### config.mk
export PLATFORM = sky130hd
export DESIGN_NAME = encoder_4x2_rr
export DESIGN_NICKNAME = d
export VERILOG_FILES = /design/src/rtl/encoder_4x2_rr.sv
export SDC_FILE = /design/constraint.sdc
export NUM_CORES = 1
export LEC_CHECK = 0
export ABC_AREA = 1
export CAP_MARGIN = 20
export CORE_MARGIN = 1
export CORE_UTILIZATION = 30
export CTS_BUF_LIST = sky130_fd_sc_hd__clkbuf_4 sky130_fd_sc_hd__clkbuf_8
export DETAILED_ROUTE_END_ITERATION = 8
export GPL_ROUTABILITY_DRIVEN = 0
export PLACE_DENSITY = 0.56
export SLEW_MARGIN = 10
export SYNTH_ARGS = -nofsm -noshare
export SYNTH_HDL_FRONTEND = slang
export SYNTH_SLANG_ARGS = --single-unit
### constraint.sdc
create_clock -name clk -period 6.9 [get_ports clk]
set_input_delay 1.38 -clock clk [delete_from_list [all_inputs] [get_ports clk]]
set_output_delay 1.38 -clock clk [all_outputs]
set_load 0.02 [all_outputs]
### src/rtl/encoder_4x2_rr.sv
`default_nettype none
// encoder_4x2_rr: latches request pulses and grants one pending line per
// valid/ready transaction by round-robin (or fixed) priority.
module encoder_4x2_rr #(
  parameter bit RR_EN  = 1'b1,
  parameter int DROP_W = 8
) (
  input  logic              clk,
  input  logic              rst_n,
  input  logic              en,
  input  logic [3:0]        req_in,
  input  logic              out_ready,
  output logic              out_valid,
  output logic [1:0]        out_idx,
  output logic [3:0]        out_onehot,
  output logic [3:0]        pending,
  output logic [DROP_W-1:0] drop_cnt
);

  localparam int SUM_W = DROP_W + 1;

  typedef enum logic [0:0] {
    S_IDLE  = 1'b0,
    S_VALID = 1'b1
  } state_t;

  state_t            state_q, state_d;
  logic [3:0]        pending_q, pending_d;
  logic [3:0]        onehot_q, onehot_d;
  logic [1:0]        idx_q, idx_d;
  logic [1:0]        ptr_q, ptr_d;
  logic [DROP_W-1:0] drop_q, drop_d;
  logic              handshake;
  logic [3:0]        clr;
  logic [3:0]        rem;
  logic [3:0]        drops;
  logic [2:0]        drop_num;
  logic [SUM_W-1:0]  drop_sum;

  // First set bit of vec, scanning upward from start and wrapping at 3.
  function automatic logic [1:0] rr_pick(input logic [3:0] vec, input logic [1:0] start);
    logic [1:0] pick;
    logic [1:0] j;
    logic       found;
    pick  = start;
    found = 1'b0;
    for (int k = 0; k < 4; k++) begin
      j = start + 2'(k);
      if (!found && vec[j]) begin
        pick  = j;
        found = 1'b1;
      end
    end
    return pick;
  endfunction

  assign handshake = (state_q == S_VALID) && out_ready;
  assign clr       = handshake ? onehot_q : 4'b0000;
  assign rem       = pending_q & ~clr;
  // Set wins over clear, so a re-request of the granted line stays pending.
  assign pending_d = rem | req_in;
  assign drops     = req_in & rem;
  assign drop_num  = {2'b00, drops[0]} + {2'b00, drops[1]}
                   + {2'b00, drops[2]} + {2'b00, drops[3]};
  assign drop_sum  = {1'b0, drop_q} + SUM_W'(drop_num);
  assign drop_d    = drop_sum[DROP_W] ? {DROP_W{1'b1}} : drop_sum[DROP_W-1:0];

  always_comb begin
    state_d  = state_q;
    idx_d    = idx_q;
    onehot_d = onehot_q;
    ptr_d    = ptr_q;
    case (state_q)
      S_IDLE: begin
        if (en && (pending_q != 4'b0000)) begin
          idx_d    = rr_pick(pending_q, ptr_q);
          onehot_d = 4'b0001 << idx_d;
          state_d  = S_VALID;
        end
      end
      S_VALID: begin
        if (out_ready) begin
          ptr_d = RR_EN ? (idx_q + 2'd1) : 2'd0;
          if (en && (rem != 4'b0000)) begin
            idx_d    = rr_pick(rem, ptr_d);
            onehot_d = 4'b0001 << idx_d;
          end else begin
            onehot_d = 4'b0000;
            state_d  = S_IDLE;
          end
        end
      end
      default: begin
        onehot_d = 4'b0000;
        state_d  = S_IDLE;
      end
    endcase
  end

  always_ff @(posedge clk or negedge rst_n) begin
    if (!rst_n) begin
      state_q   <= S_IDLE;
      pending_q <= 4'b0000;
      onehot_q  <= 4'b0000;
      idx_q     <= 2'd0;
      ptr_q     <= 2'd0;
      drop_q    <= '0;
    end else begin
      state_q   <= state_d;
      pending_q <= pending_d;
      onehot_q  <= onehot_d;
      idx_q     <= idx_d;
      ptr_q     <= ptr_d;
      drop_q    <= drop_d;
    end
  end

  assign out_valid  = (state_q == S_VALID);
  assign out_idx    = idx_q;
  assign out_onehot = onehot_q;
  assign pending    = pending_q;
  assign drop_cnt   = drop_q;

endmodule
`default_nettype wire

# Word-level counts from Yosys, hierarchy flattened
# Index checks and enable logic that the tools add are counted.
[classes] mux=62 n_reduce_logical=20 shifts=2 n_eq_ne=3 n_addsub=11 magnitude_cmp=8 n_bitwise=5
[op_table] op="1-bit two-way mux" n=32
[op_table] op="2-bit two-way mux" n=14
[op_table] op="2-bit by 3-bit less-than comparator with 1-bit output (second input constant)" n=8
[op_table] op="1-bit binary-select mux with 2-bit select" n=8
[op_table] op="4-bit two-way mux" n=4
[op_table] op="8-bit by 3-bit adder with 9-bit output" n=1
[op_table] op="1-bit logical AND" n=9
[op_table] op="2-bit adder (second input constant)" n=4
[op_table] op="4-bit AND" n=2
[op_table] op="8-bit two-way mux" n=1
[op_table] op="4-bit one-hot mux with 2 select lines" n=1
[op_table] op="4-bit nonzero test" n=2
[op_table] op="1-bit by 2-bit left shift with 4-bit output (first input constant)" n=2
[op_table] op="2-bit by 1-bit adder with 2-bit output (second input constant)" n=3
[op_table] op="1-bit logical NOT" n=6
[op_table] op="2-bit != test (second input constant)" n=2
[op_table] op="4-bit inverter" n=1
[op_table] op="4-bit bitwise OR" n=1
[op_table] op="2-bit one-hot mux with 2 select lines" n=1
[op_table] op="2-bit AND reduction" n=2
[op_table] op="2-bit by 1-bit adder with 3-bit output" n=1
[op_table] op="3-bit by 1-bit adder with 3-bit output" n=1
[op_table] op="3-bit AND reduction" n=1
[op_table] op="1-bit by 1-bit adder with 2-bit output" n=1
[op_table] op="3 further kinds" n=3
[word_totals] regBits=21 in_bits=8 word_cells=117 out_inout_bits=19

# Logic depth before layout (Yosys ltp)
[logic_depth] ltp_word=32 ltp_mapped=16 ltp_nobuf=16

# Worst setup path after synthesis
# Ideal clock, no wire load.
[synth_path] path_kind="input to register" startpoint="input port out_ready" endpoint="register drop_q[5] (netlist: drop_cnt[5])" n_path_buf=0 stages=14 required_ps=6829 slack_ps=3378 arrival_time_ps=3451 setup_time_ps=71 cell_sequence="nand3_1 > nand2_1 > inv_1 > nand2_1 > fa_1 > fa_1 > inv_1 > fa_1 > nand2_1 > inv_1 > nand2_1 > nor2_1 > nand3_1 > nand3_1"
[synth_via] elab_chain_len=10
[synth_rtl] element="start: declaration" line_no="12" source="input logic out_ready,"
[synth_rtl] element="1-bit logical AND (*)" line_no="57" source="assign handshake = (state_q == S_VALID) && out_ready;"
[synth_rtl] element="4-bit two-way mux (*)" line_no="58" source="assign clr = handshake ? onehot_q : 4'b0000;"
[synth_rtl] element="4-bit inverter (*)" line_no="59" source="assign rem = pending_q & ~clr;"
[synth_rtl] element="4-bit AND (*)" line_no="59"
[synth_rtl] element="4-bit AND (*)" line_no="62" source="assign drops = req_in & rem;"
[synth_rtl] element="1-bit by 1-bit adder with 2-bit output" line_no="63" source="assign drop_num = {2'b00, drops[0]} + {2'b00, drops[1]}"
[synth_rtl] element="2-bit by 1-bit adder with 3-bit output" line_no="64" source="+ {2'b00, drops[2]} + {2'b00, drops[3]};"
[synth_rtl] element="3-bit by 1-bit adder with 3-bit output (*)" line_no="64"
[synth_rtl] element="8-bit by 3-bit adder with 9-bit output (*)" line_no="65" source="assign drop_sum = {1'b0, drop_q} + SUM_W'(drop_num);"
[synth_rtl] element="8-bit two-way mux (*)" line_no="66" source="assign drop_d = drop_sum[DROP_W] ? {DROP_W{1'b1}} : drop_sum[DROP_W-1:0];"
[synth_rtl] element="named net drop_d[5]" line_no="32" source="logic [DROP_W-1:0] drop_q, drop_d;"
[synth_rtl] element="end signal: assignment" line_no="114" source="drop_q <= drop_d;"
[synth_rtl] element="end: declaration" line_no="32"
# Mark *: on every way through the listed nets, which the timed path passes. The rest lies on a longest branch.
# A chain may end at the register's enable or synchronous reset.

# Final worst setup path
[layout_path] startpoint="input port out_ready" endpoint="register drop_q[4] (netlist: drop_cnt[4])"
# The elaborated chain is that of the path after synthesis.

==> flow_summary.toml <==
[critical_path]
arrival_ns = 4.33
cp-endpoint = "drop_cnt[4]"
reg2reg_depth = 14
r2r-start = "out_valid"
start_kind = "input pin"
setup.worst_path.start = "out_ready"
crit_fanout = 7
max_stage_delay_ns = 0.61
cp_top_family = "adder cells"
critical_path.endpoint_type = "flop"
worstSetupPathType = "input pin to flop"
crit_buf_inv = 4
crit_top_cell = "nand2_1"
cp.depth = 15
path_cells = "clkdlybuf4s50_1, nand3_1, nand2_1, inv_1, nand2_1, fa_1, fa_1, inv_1, fa_1, nand2_1, inv_1, nand2_1, nor2_1, nand3_1, o21ai_0"
reg2reg_slack_ns = 3.90
cp_data_required_time_ns = 7.09
rr_endpoint = "drop_cnt[4]"
slowest_stage = "clkdlybuf4s50_1"

[timing]
fin_tns_setup_ns = 0
worst_slew_pin_slew_ns = 0.9570
slew_violations = 0
finalCritPeriodShare_pct = 59.99
skew_ns = 0.004773
post-route-min-period_ns = 4.139
slew_headroom_pct = 36.00
rsz0062_at_grt = "false"
finalSetupViolCount = 0
hold_violations = 0
fmax_ghz = 0.2416

[job]
cap_viol_max_count = 0

[clock_tree]
cts_num_sinks = 21
cts_tree = "yes"
cts_hold_buf = 0
clk_pin_slew_ns = 0.08
insertion_delay_ns = 0.26
cts_buffers = 3
cts-root-buf = "clkbuf_8"
cts_resized = 0
cts_buffer_depth = 2
cts_setup_buffers = 0
cts_max_level = 1

[place]
dpl_cell_area_um2 = 1933
dp.cells = 331
hpwl_mm = 2.983
portBuffers = 26

[die]
initial_core_util_pct = 31.52
die-area_um2 = 5699
ios = 27
dieWidth_um = 75.49
rows = 26
die_y_um = 75.49
design.core.area_um2 = 5140

[global_routing]
antenna_found_initial = 0
grt_pass1_vias = 1425
grt_pass1_wl_mm = 6.589
grt_use_total_pct = 15.25
grt-ovfl-total = 0
grt_max_degree = 22

[synthesis]
synth_xor_area_share_pct = 2.239
syn_area_per_cell_um2 = 6.780
yosys.area_share.simple_pct = 44.25
synth-edff-count = 0
ys_types = 30
ys_ff_latch = 21
synth_top_family_by_area = "simple AND/OR/NAND/NOR gates"
yosys_most_used_dff = "dfrtp_1"
synth_compound_area_share_pct = 7.645
synth-async-reset-ratio_pct = 100.0
synth_area_um2 = 1620
ys_warn_count = 0
muxShareOfSynthArea_pct = 0
synthTopCellsByArea = "dfrtp_1 (32%), nand2_1 (21%), nand3_1 (9.9%)"
synth_area_leader_cell = "dfrtp_1"
synth_fa_ha_area_share_pct = 4.479
syn_nets = 251
seq_area_frac_synth_pct = 32.43
yosys.area.top_type_share_pct = 32.43
syn_inst = 239

[cells_and_area]
drive_gt1_share_pct = 10.19
diodes = 0
finalNetCount = 278
area_growth_pct = 22.16
fin_util_pct = 38.51
stdcell_area_um2 = 1979
fin_cells = 335
nFillCells = 585

[pwr]
worst_ir_drop_vdd_uv = 215.0
p_leak_nw = 1.036
p_per_area_nw_per_um2 = 522.1

[detailed_routing]
vias = 1528
drc_errors = 0
wl_per_cell_um = 11.39
first_pass_iters = 4
vias_per_cell = 4.561
drtIter0Drc = 87
wl_mm = 3.816
ant_nets = 0

[worst_hold_path]
hold_class = "flop to flop"
worstHoldPathCells = 2

[status]
status = "finished, final reports clean"
-- Yosys cell counts, types with 2 or more instances --
cell and n:
o21ai_0 10, nand3_2 2, a21oi_1 4, buf_6 2, dfrtp_1 21, or2_2 3
inv_2 2, a21oi_2 3, a31oi_1 2, nand3_1 32, fa_1 3, nand2_2 7
inv_1 26, nor2_1 16, nand2_1 90, nand3b_1 2
-- layout make-up --
cell class	instances	area (um2)	share of cell area [%]
Clock buffer	3	41.29	2.086
Clock inverter	1	5.005	0.2528
Inverter	29	110.1	5.563
Multi-Input combinational cell	185	949.7	47.98
Sequential cell	21	525.5	26.55
Tap cell	70	87.58	4.425
Timing Repair Buffer	26	260.3	13.15
-- how the worst min path moves through the flow --
stage,start,end,slack (ns)
global route,out_onehot[0],out_onehot[0],0.63
global placement,drop_cnt[5],drop_cnt[5],0.57
detailed placement,drop_cnt[5],drop_cnt[5],0.56
floorplan,ptr_q[1],ptr_q[1],0.57
CTS,drop_cnt[5],drop_cnt[5],0.58
finish,drop_cnt[5],drop_cnt[5],0.57
-- sequential cells by signal, indices dropped and copies added (netlist names) --
register	cells
drop_cnt	8
out_idx	2
out_onehot	4
out_valid	1
pending	4
ptr_q	2
-- logic make-up after synthesis --
group	Yosys count
and+or+nand+nor	158
buffers and inverters	33
AOI/OAI and AO/OA	21
DFF	21
adders and majority gates	4
xor gates and xnor gates	2
-- where the power goes --
| part | leakage, nW | internal [mW] | switching [mW] | total, mW |
|---|---|---|---|---|
| clock | 0.0255 | 0.0402 | 0.0407 | 0.0809 |
| sequential | 0.235 | 0.175 | 0.0854 | 0.260 |
| combinational | 0.776 | 0.272 | 0.420 | 0.692 |
-- cells in the final DEF, fill, tap and decap left out --
master and instances:
a21oi_2 3, xor2_1 1, a21oi_1 4, clkbuf_8 3, o211ai_1 1, nand3b_1 2, dfrtp_1 21, or2_2 3
nand3_1 32, inv_1 26, nor2_1 16, xnor2_4 1, nor2_4 1, a31oi_1 2, nand4_1 1, nor2_2 1
nand2_1 90, nand3_2 2, a21boi_1 1, clkinv_2 2, o21ai_0 10, nor2_8 1, fa_1 3, clkdlybuf4s50_1 26
inv_2 2, nand2_2 7, ha_1 1, nand2_4 1, and2_1 1
-- layer usage --
| layer | share of wire [%] | up-vias | GRT usage (%) |
|---|---|---|---|
| li1 | - | 802 | - |
| met1 | 48 | 698 | 20.99 |
| met2 | 47 | 24 | 25.20 |
| met3 | 3.6 | 4 | 1.984 |
| met4 | 1.0 | 0 | 4.321 |
| met5 | 0 | - | 0 |
-- worst min-delay path, cell delays in order (launching register included) --
cell     delay, ns
dfrtp_1       0.40
nand2_1       0.07
nand3_1       0.07
-- through the flow --
stage / hold WS (ns) / setup slack, ns / total power, mW
CTS: 0.5773 / 2.748 / 1.043
detailed placement: 0.5551 / 2.485 / 0.9572
global placement: 0.5667 / 2.545 / 0.9569
floorplan: 0.5677 / 3.378 / 0.7690
global route: 0.6264 / 2.432 / 1.153
finish: 0.5697 / 2.761 / 1.033
No activity file was read; power rests on OpenSTA's default activity.
